**config.mk**
```make
export PLATFORM = sky130hd
export DESIGN_NAME = cgra0_conf_receiver
export DESIGN_NICKNAME = d
export VERILOG_FILES = /design/src/rtl/cgra0_conf_receiver.sv
export SDC_FILE = /design/constraint.sdc
export NUM_CORES = 1
export LEC_CHECK = 0
export BUFFER_PORTS_ARGS = -buffer_cell sky130_fd_sc_hd__buf_4
export CORE_ASPECT_RATIO = 0.5
export CORE_UTILIZATION = 30
export DETAILED_ROUTE_END_ITERATION = 7
export GPL_ROUTABILITY_DRIVEN = 0
export PLACE_DENSITY_LB_ADDON = 0.3
export SYNTH_ARGS = -nofsm -noshare
export SYNTH_HDL_FRONTEND = slang
export SYNTH_SLANG_ARGS = --single-unit
```
**constraint.sdc**
```tcl
create_clock -name clk -period 1.9 [get_ports clk]
set_input_delay 0.095 -clock clk [delete_from_list [all_inputs] [get_ports clk]]
set_output_delay 0.095 -clock clk [all_outputs]
set_load 0.01 [all_outputs]
```
**src/rtl/cgra0_conf_receiver.sv**
```systemverilog
// PE-side receiver for the cgra0 64-bit configuration bus: captures chunks into a shadow register,
// commits them atomically and forwards traffic downstream. Define CGRA0_CONF_RX_FORWARD_ALL_EN to forward own-id words too.
module cgra0_conf_receiver #(
    parameter logic [15:0] PE_ID      = 16'h0001,
    parameter int          CONF_WIDTH = 120
) (
    input  logic                  clk,
    input  logic                  rst_n,
    input  logic [63:0]           conf_in_bus,
    output logic [63:0]           conf_out_bus,
    output logic [CONF_WIDTH-1:0] pe_conf,
    output logic                  pe_conf_valid,
    output logic                  conf_err,
    output logic [7:0]            chunks_loaded
);

    localparam int          CHUNK_W      = 40;
    localparam int          NUM_CHUNKS   = (CONF_WIDTH + CHUNK_W - 1) / CHUNK_W;
    localparam int          SHADOW_W     = NUM_CHUNKS * CHUNK_W;
    localparam logic [7:0]  NUM_CHUNKS_B = 8'(NUM_CHUNKS);
    localparam logic [7:0]  COMMIT_IDX   = 8'hFF;
    localparam logic [15:0] BCAST_ID     = 16'hFFFF;

    typedef enum logic [1:0] {
        S_IDLE   = 2'd0,
        S_LOAD   = 2'd1,
        S_COMMIT = 2'd2
    } state_e;

    state_e                  r_state;
    state_e                  w_state_nxt;
    logic [63:0]             r_out_bus;
    logic [SHADOW_W-1:0]     r_shadow;
    logic [NUM_CHUNKS-1:0]   r_mask;
    logic [CONF_WIDTH-1:0]   r_pe_conf;
    logic                    r_err;
    logic [7:0]              r_chunks;

    logic [15:0]             w_id;
    logic [7:0]              w_idx;
    logic [CHUNK_W-1:0]      w_payload;
    logic                    w_match;
    logic                    w_data;
    logic                    w_commit;
    logic                    w_bad_idx;
    logic                    w_complete;
    logic                    w_first_write;
    logic                    w_pe_conf_valid;

    assign w_id      = conf_in_bus[63:48];
    assign w_idx     = conf_in_bus[47:40];
    assign w_payload = conf_in_bus[39:0];

    assign w_match    = (w_id != 16'h0000) && ((w_id == PE_ID) || (w_id == BCAST_ID));
    assign w_data     = w_match && (w_idx < NUM_CHUNKS_B);
    assign w_commit   = w_match && (w_idx == COMMIT_IDX);
    assign w_bad_idx  = w_match && !w_data && !w_commit;
    // Only a LOAD state with every chunk present may commit; COMMIT/IDLE always see an empty mask.
    assign w_complete = (r_state == S_LOAD) && (&r_mask);

    // NOTE: every signal written in always_comb gets a default first so no latch is inferred.
    always_comb begin
        w_first_write = 1'b0;
        for (int c = 0; c < NUM_CHUNKS; c++) begin
            if (int'(w_idx) == c) begin
                w_first_write = !r_mask[c];
            end
        end
    end

    // FSM: state register
    // NOTE: sequential state uses non-blocking assignments so all flops update together.
    always_ff @(posedge clk or negedge rst_n) begin
        if (!rst_n) begin
            r_state <= S_IDLE;
        end else begin
            r_state <= w_state_nxt;
        end
    end

    // FSM: next-state logic
    always_comb begin
        w_state_nxt = r_state;
        case (r_state)
            S_IDLE: begin
                if (w_data) w_state_nxt = S_LOAD;
            end
            S_LOAD: begin
                if (w_commit) w_state_nxt = w_complete ? S_COMMIT : S_IDLE;
            end
            S_COMMIT: begin
                w_state_nxt = w_data ? S_LOAD : S_IDLE;
            end
            default: w_state_nxt = S_IDLE;
        endcase
    end

    // FSM: outputs
    always_comb begin
        w_pe_conf_valid = (r_state == S_COMMIT);
    end

    // Datapath: forwarding, shadow capture, commit and error tracking.
    // NOTE: the shadow is an ordinary register bank, so it is reset with everything else to discard partial loads.
    always_ff @(posedge clk or negedge rst_n) begin
        if (!rst_n) begin
            r_out_bus <= '0;
            r_shadow  <= '0;
            r_mask    <= '0;
            r_pe_conf <= '0;
            r_err     <= 1'b0;
            r_chunks  <= '0;
        end else begin
`ifdef CGRA0_CONF_RX_FORWARD_ALL_EN
            r_out_bus <= conf_in_bus;
`else
            r_out_bus <= (w_id == PE_ID) ? 64'h0 : conf_in_bus;
`endif
            if (w_data) begin
                for (int c = 0; c < NUM_CHUNKS; c++) begin
                    if (int'(w_idx) == c) begin
                        r_shadow[c*CHUNK_W +: CHUNK_W] <= w_payload;
                        r_mask[c]                      <= 1'b1;
                    end
                end
                if (w_first_write) begin
                    r_chunks <= r_chunks + 8'd1;
                end
            end
            if (w_commit) begin
                r_mask   <= '0;
                r_chunks <= '0;
                if (w_complete) begin
                    r_pe_conf <= r_shadow[CONF_WIDTH-1:0];
                end else begin
                    r_err <= 1'b1;
                end
            end
            if (w_bad_idx) begin
                r_err <= 1'b1;
            end
        end
    end

    assign conf_out_bus  = r_out_bus;
    assign pe_conf       = r_pe_conf;
    assign pe_conf_valid = w_pe_conf_valid;
    assign conf_err      = r_err;
    assign chunks_loaded = r_chunks;

endmodule
```
== After elaboration in Yosys (flattened, before gate mapping) ==
Index checks and enable logic that the tools add are counted.
W data, S select, Z words.
Storage, ports and cells
  register bits: 318
  bits in latches: 0
  RAM bits: 0
  memory bits (read-only): 0
  bits of input ports: 66
  output and inout port bits: 194
  logic and storage cells: 75
  memories: 0
Cells by class
  add/sub/neg operators: 1
  multiply operators: 0
  divide/modulo/power cells: 0
  order comparisons: 1
  equality and inequality tests: 10
  shift-type cells: 0
  multiplexer cells: 20
  bitwise gates (word level): 0
  reductions and logical operators: 32
Operator list (number)
  $mux W64: 1
  $mux W8: 3
  $reduce_and A2 Y1: 10
  $eq A16 B1 Y1 const B: 1
  $eq A16 B16 Y1 const B: 1
  $reduce_bool A16 Y1: 1
  $reduce_bool A2 Y1: 6
  $mux W1: 10
  $add A8 B1 Y8 const B: 1
  $eq A8 B2 Y1 const B: 1
  $eq A8 B3 Y1 const B: 1
  $eq A8 B8 Y1 const B: 1
  $logic_not A8 Y1: 1
  $lt A8 B2 Y1 const B: 1
  $logic_and A1 B1 Y1: 6
  $mux W2: 3
  $mux W3: 2
  $ne A2 B2 Y1 const B: 3
  $pmux W2 S3: 1
  $logic_not A1 Y1: 5
  $reduce_and A3 Y1: 1
  $eq A2 B1 Y1 const B: 1
  $eq A2 B2 Y1 const B: 1
  $logic_not A2 Y1: 1
  $logic_or A1 B1 Y1: 1

== Longest topological paths before layout ==
  depth after elaboration: 9
  mapped depth: 7
  gate-level depth less buffers: 5

== Worst setup path before layout ==
Ideal clock, no wire load.
  path kind: input port to flip-flop
  start point: input port conf_in_bus[62]
  end point: register r_pe_conf[100] (netlist: pe_conf[100])
  library setup time: 128 ps
  data arrival time: 2001 ps
  required time: 1772 ps
  path slack: -229 ps
  cell stages on the path: 7
  buffers on the path: 3
  cell sequence: nand4_1 or4_1 buf_2 a2111oi_4 buf_2 buf_4 mux2_1
On the way
  cells in the longest elaborated chain, start to end: 5
  elaborated cells between the ends (all ways): 7
  those cells by class: eq/ne: 2; reduce/logical: 5
Ends and longest elaborated chain
  start: declaration: line 9  | input logic [63:0] conf_in_bus,
  $eq A16 B1 Y1 or $eq A16 B16 Y1 (tied branches): line 54  | assign w_match = (w_id != 16'h0000) && ((w_id == PE_ID) || (w_id == BCAST_ID));
  $logic_or A1 B1 Y1: line 54
  $logic_and A1 B1 Y1 (*): line 54
  $logic_and A1 B1 Y1 (*): line 56  | assign w_commit = w_match && (w_idx == COMMIT_IDX);
  $reduce_and A2 Y1 (no source line) (*)
  end signal: assignment: line 134  | r_pe_conf <= r_shadow[CONF_WIDTH-1:0];
  end: declaration: line 35  | logic [CONF_WIDTH-1:0] r_pe_conf;
Every way passes the cells marked *; elsewhere a longest branch is shown, timed or not.
A chain may end at the register's enable or synchronous reset.

== Worst setup path in the final report ==
  start point: input port conf_in_bus[40]
  end point: register r_pe_conf[97] (netlist: pe_conf[97])
On the way
  cells in the longest elaborated chain, start to end: 3
Ends and longest elaborated chain (line)
  $eq A8 B8 Y1: 56
  $logic_and A1 B1 Y1: 56
  $reduce_and A2 Y1 (no source line)
No other way between the ends.

==> results.md <==
- Share of cells above drive strength 1: between 40% and 50%
- CP max stage cell: dlygate4sd3_1
- Clock root buffer: clkbuf_16
- Crit Path Class: in -> reg
- Final Power: ~14 mW
- Wire per inst: 17.6 um
- Overall routing resource usage: 14.5%
- Leak pwr: 8.46 nW
- Die Area: 39800 sq um
- Fin cells: 1643
- Max_cap viols: 0
- Area delta synth->final: 41.2%
- Worst-margin pin slew: 0.499 ns
- Buf+Inv Stages, Crit Path: 5
- Syn avg cell area: 16.0 sq um
- Filler Cells Inserted: 3402
- Status: completed
- Critical path peak fanout: 18
- CP required: 2.34 ns
- CP arrival: 2.33 ns
- GRT met1 Usage: 17.1%
- #FFs+latches synth: about 320
- Htree depth: 1
- Final ANT Viol Nets: 0
- Clk Latency, worst-skew pair: 0.57 ns
- R2r setup slk: 0.04 ns
- CTS Buf Count: 31
- Final instance area: between 15000 and 20000 sq um
- CP startpoint kind: input pin
- Final wirelength: 28.9 mm
- Seq/Total Area, Yosys: approximately two thirds
- Clock Tree Buf Depth: 3
- CP Capture Type: flip-flop
- Overflow left after global routing: 0
- Worst r2r src: r_state[1]
- Setup Skew: around 0.014 ns
- DRC: 0
- Pwr Density: 827 nW/um^2
- FP Rows: 50
- Clock-pin slew on the worst setup and hold paths: 0.06 ns
- Crit path max-delay family: buffers and inverters
- Reg-to-Reg End: pe_conf[97]
- Max incr delay on CP: roughly 0.57 ns
- Yosys cell types: 32
- Min Clock Period, post-route: ~1.9 ns
- Slew HR: between 60% and 70%
- Post-DP Area: ~15000 sq um
- Min-delay worst type: in -> async
- Max IR drop VDD: 596 uV
- Setup Total Neg Slack: 0 ns
- DR vias: 7216
- Post-Syn Instances: 731
- Via/cell ratio: around 4.4
- Largest net degree at the start of global routing: between 60 and 70
- Post-Syn Nets: between 700 and 800
- Post-placement cell count: around 1.5k
- Setup violators final: 0
- Cell Chain, Critical Path: dlygate4sd3_1 > buf_6 > and2_1 > nand4_1 > a2111oi_4 > buf_4 > buf_12 > buf_12 > mux2_1
- Final-report hold violation count: 0
- Layout net count: around 1.2k
- Die Ht: between 100 and 150 um
- First-pass GRT wire length: 44.9 mm
- Top cell by count, worst path: buf_12
- GRT met3 Usage: 2.44%
- Fmax: 529 MHz
- Crit. path cell count: 9
- Initial DRC count: 197
- I/O pin cnt: 260
- Top area cells in the synthesized netlist: dfrtp_1 68%, mux2_2 15%, mux2_1 7.9%, and2_1 2.8%, clkbuf_1 0.64%
- RSZ-0062 raised after global routing: yes
- CTS tree: built
- DP Wirelength: slightly above 20 mm
- Worst r2r path cells: 7
- Warnings from Yosys: 0
- Die width: 281 um
- Synthesized area: 11700 sq um
- Synth top area share: 68.1%
- Period utilization: 99.5%
- Total core area: 37800 sq um
- Yosys top cell by area: dfrtp_1
- Max Slew Vio Count: 0
- Met2 Use GR: 26.9%
- Number of global-route vias before repair: 7850
- Clock tree sinks: 318
- GR peak layer: met2
- 1st-pass router iterations: 4
- IO buf count: 259
- Antenna violations before repair: 1
- Initial Util: 30.9%
==> cell type report <==
type | instances | area (sq um) | area share [%]
clock inverter | 11 | 115 | 0.698
clock buffer | 45 | 898 | 5.45
tap | 520 | 651 | 3.94
timing repair buffer | 381 | 3250 | 19.7
multi-input combinational | 362 | 3600 | 21.8
sequential | 318 | 7960 | 48.2
inverter | 5 | 18.8 | 0.114
antenna | 1 | 2.50 | 0.0152
==> worst max path at each step <==
| stage | start | to | slack, ns |
|---|---|---|---|
| 2_1_floorplan | conf_in_bus[59] | pe_conf[100] | -0.12 |
| 3_3_place_gp | conf_in_bus[52] | pe_conf[116] | -0.40 |
| 3_5_place_dp | conf_in_bus[52] | pe_conf[97] | -0.47 |
| 4_1_cts | conf_in_bus[40] | pe_conf[97] | 0.005 |
| 5_1_grt | conf_in_bus[40] | pe_conf[97] | -0.07 |
| 6_report | conf_in_bus[40] | pe_conf[97] | 0.009 |
==> sequential cells by signal (all words and copies together) (netlist names) <==
name,flops
r_state,2
r_mask,3
chunks_loaded,8
pe_conf,120
conf_err,1
conf_out_bus,64
r_shadow,120
==> cells in the mapped netlist, drive strengths merged <==
cell     number
dfrtp       318
mux2        241
and2         52
buf          26
clkbuf       20
a21oi        11
nand4         7
nor2          7
o21ai         6
inv           5
nand2         4
nand3         4
nor4          4
or3           4
and4          3
nor2b         3
a2111oi       2
o2111ai       2
or4           2
a22o          1
and3          1
ha            1
nand3b        1
nor4b         1
o21a          1
o21bai        1
o2bb2ai       1
o31ai         1
xnor2         1
==> stage by stage <==
stage / setup slack, ns / utilization (%) / hold WS (ns)
6_report: 0.00882 / 43.6 / 0.0751
5_1_grt: -0.0673 / 43.6 / 0.0971
3_5_place_dp: -0.466 / 38.9 / 0.0737
4_1_cts: 0.00468 / 43.3 / 0.0747
3_3_place_gp: -0.401 / 38.9 / 0.0735
2_1_floorplan: -0.118 / - / -0.201
==> where the power goes <==
group          switching, mW  leakage (nW)  internal (mW)
registers             0.0226          4.28           6.84
logic                  0.335          3.68          0.333
clock network           2.57         0.507           3.54
total                   2.93          8.46           10.7
==> per-layer routing <==
metal / share of wire, % / wire length, um / up-vias
li1: - / - / 3279
met1: 40 / 11500 / 3798
met2: 54 / 15700 / 86
met3: 2.5 / 733 / 53
met4: 3.2 / 931 / 0
met5: 0 / 0 / -
==> repair_timing <==
item	in CTS	in global routing
pin swaps	1	1
hold buffers	65	0
hold endpoints to repair	502	0
cloned	0	1
resized for setup	3	4
setup buffers	0	5
setup endpoints to repair	118	103
==> logic make-up (layout without fill, tap and decap cells) <==
| logic type | Yosys count | count (layout) | synth area share [%] |
|---|---|---|---|
| muxes | 241 | 241 | 23.2 |
| adders and majority gates | 1 | 1 | 0.107 |
| other | 0 | 1 | 0 |
| buffers and inverters | 51 | 442 | 2.00 |
| and+or+nand+nor | 93 | 93 | 4.82 |
| AOI/OAI and AO/OA | 26 | 26 | 1.69 |
| DFF | 318 | 318 | 68.1 |
| xor gates and xnor gates | 1 | 1 | 0.0750 |
==> cells in the final DEF, fill, tap and decap left out, drive strengths merged, types with 2 or more instances in the layout <==
cell type,n
nor2b,3
buf,315
nand3,4
mux2,241
nand4,7
clkinv,7
o2111ai,2
nor2,7
nand2,4
o21ai,6
and4,3
or3,4
clkbuf,46
inv,7
dfrtp,318
or4,2
bufinv,2
a21oi,11
a2111oi,2
nor4,4
and2,52
dlygate4sd3,65
(Power assumes the default switching activity.)
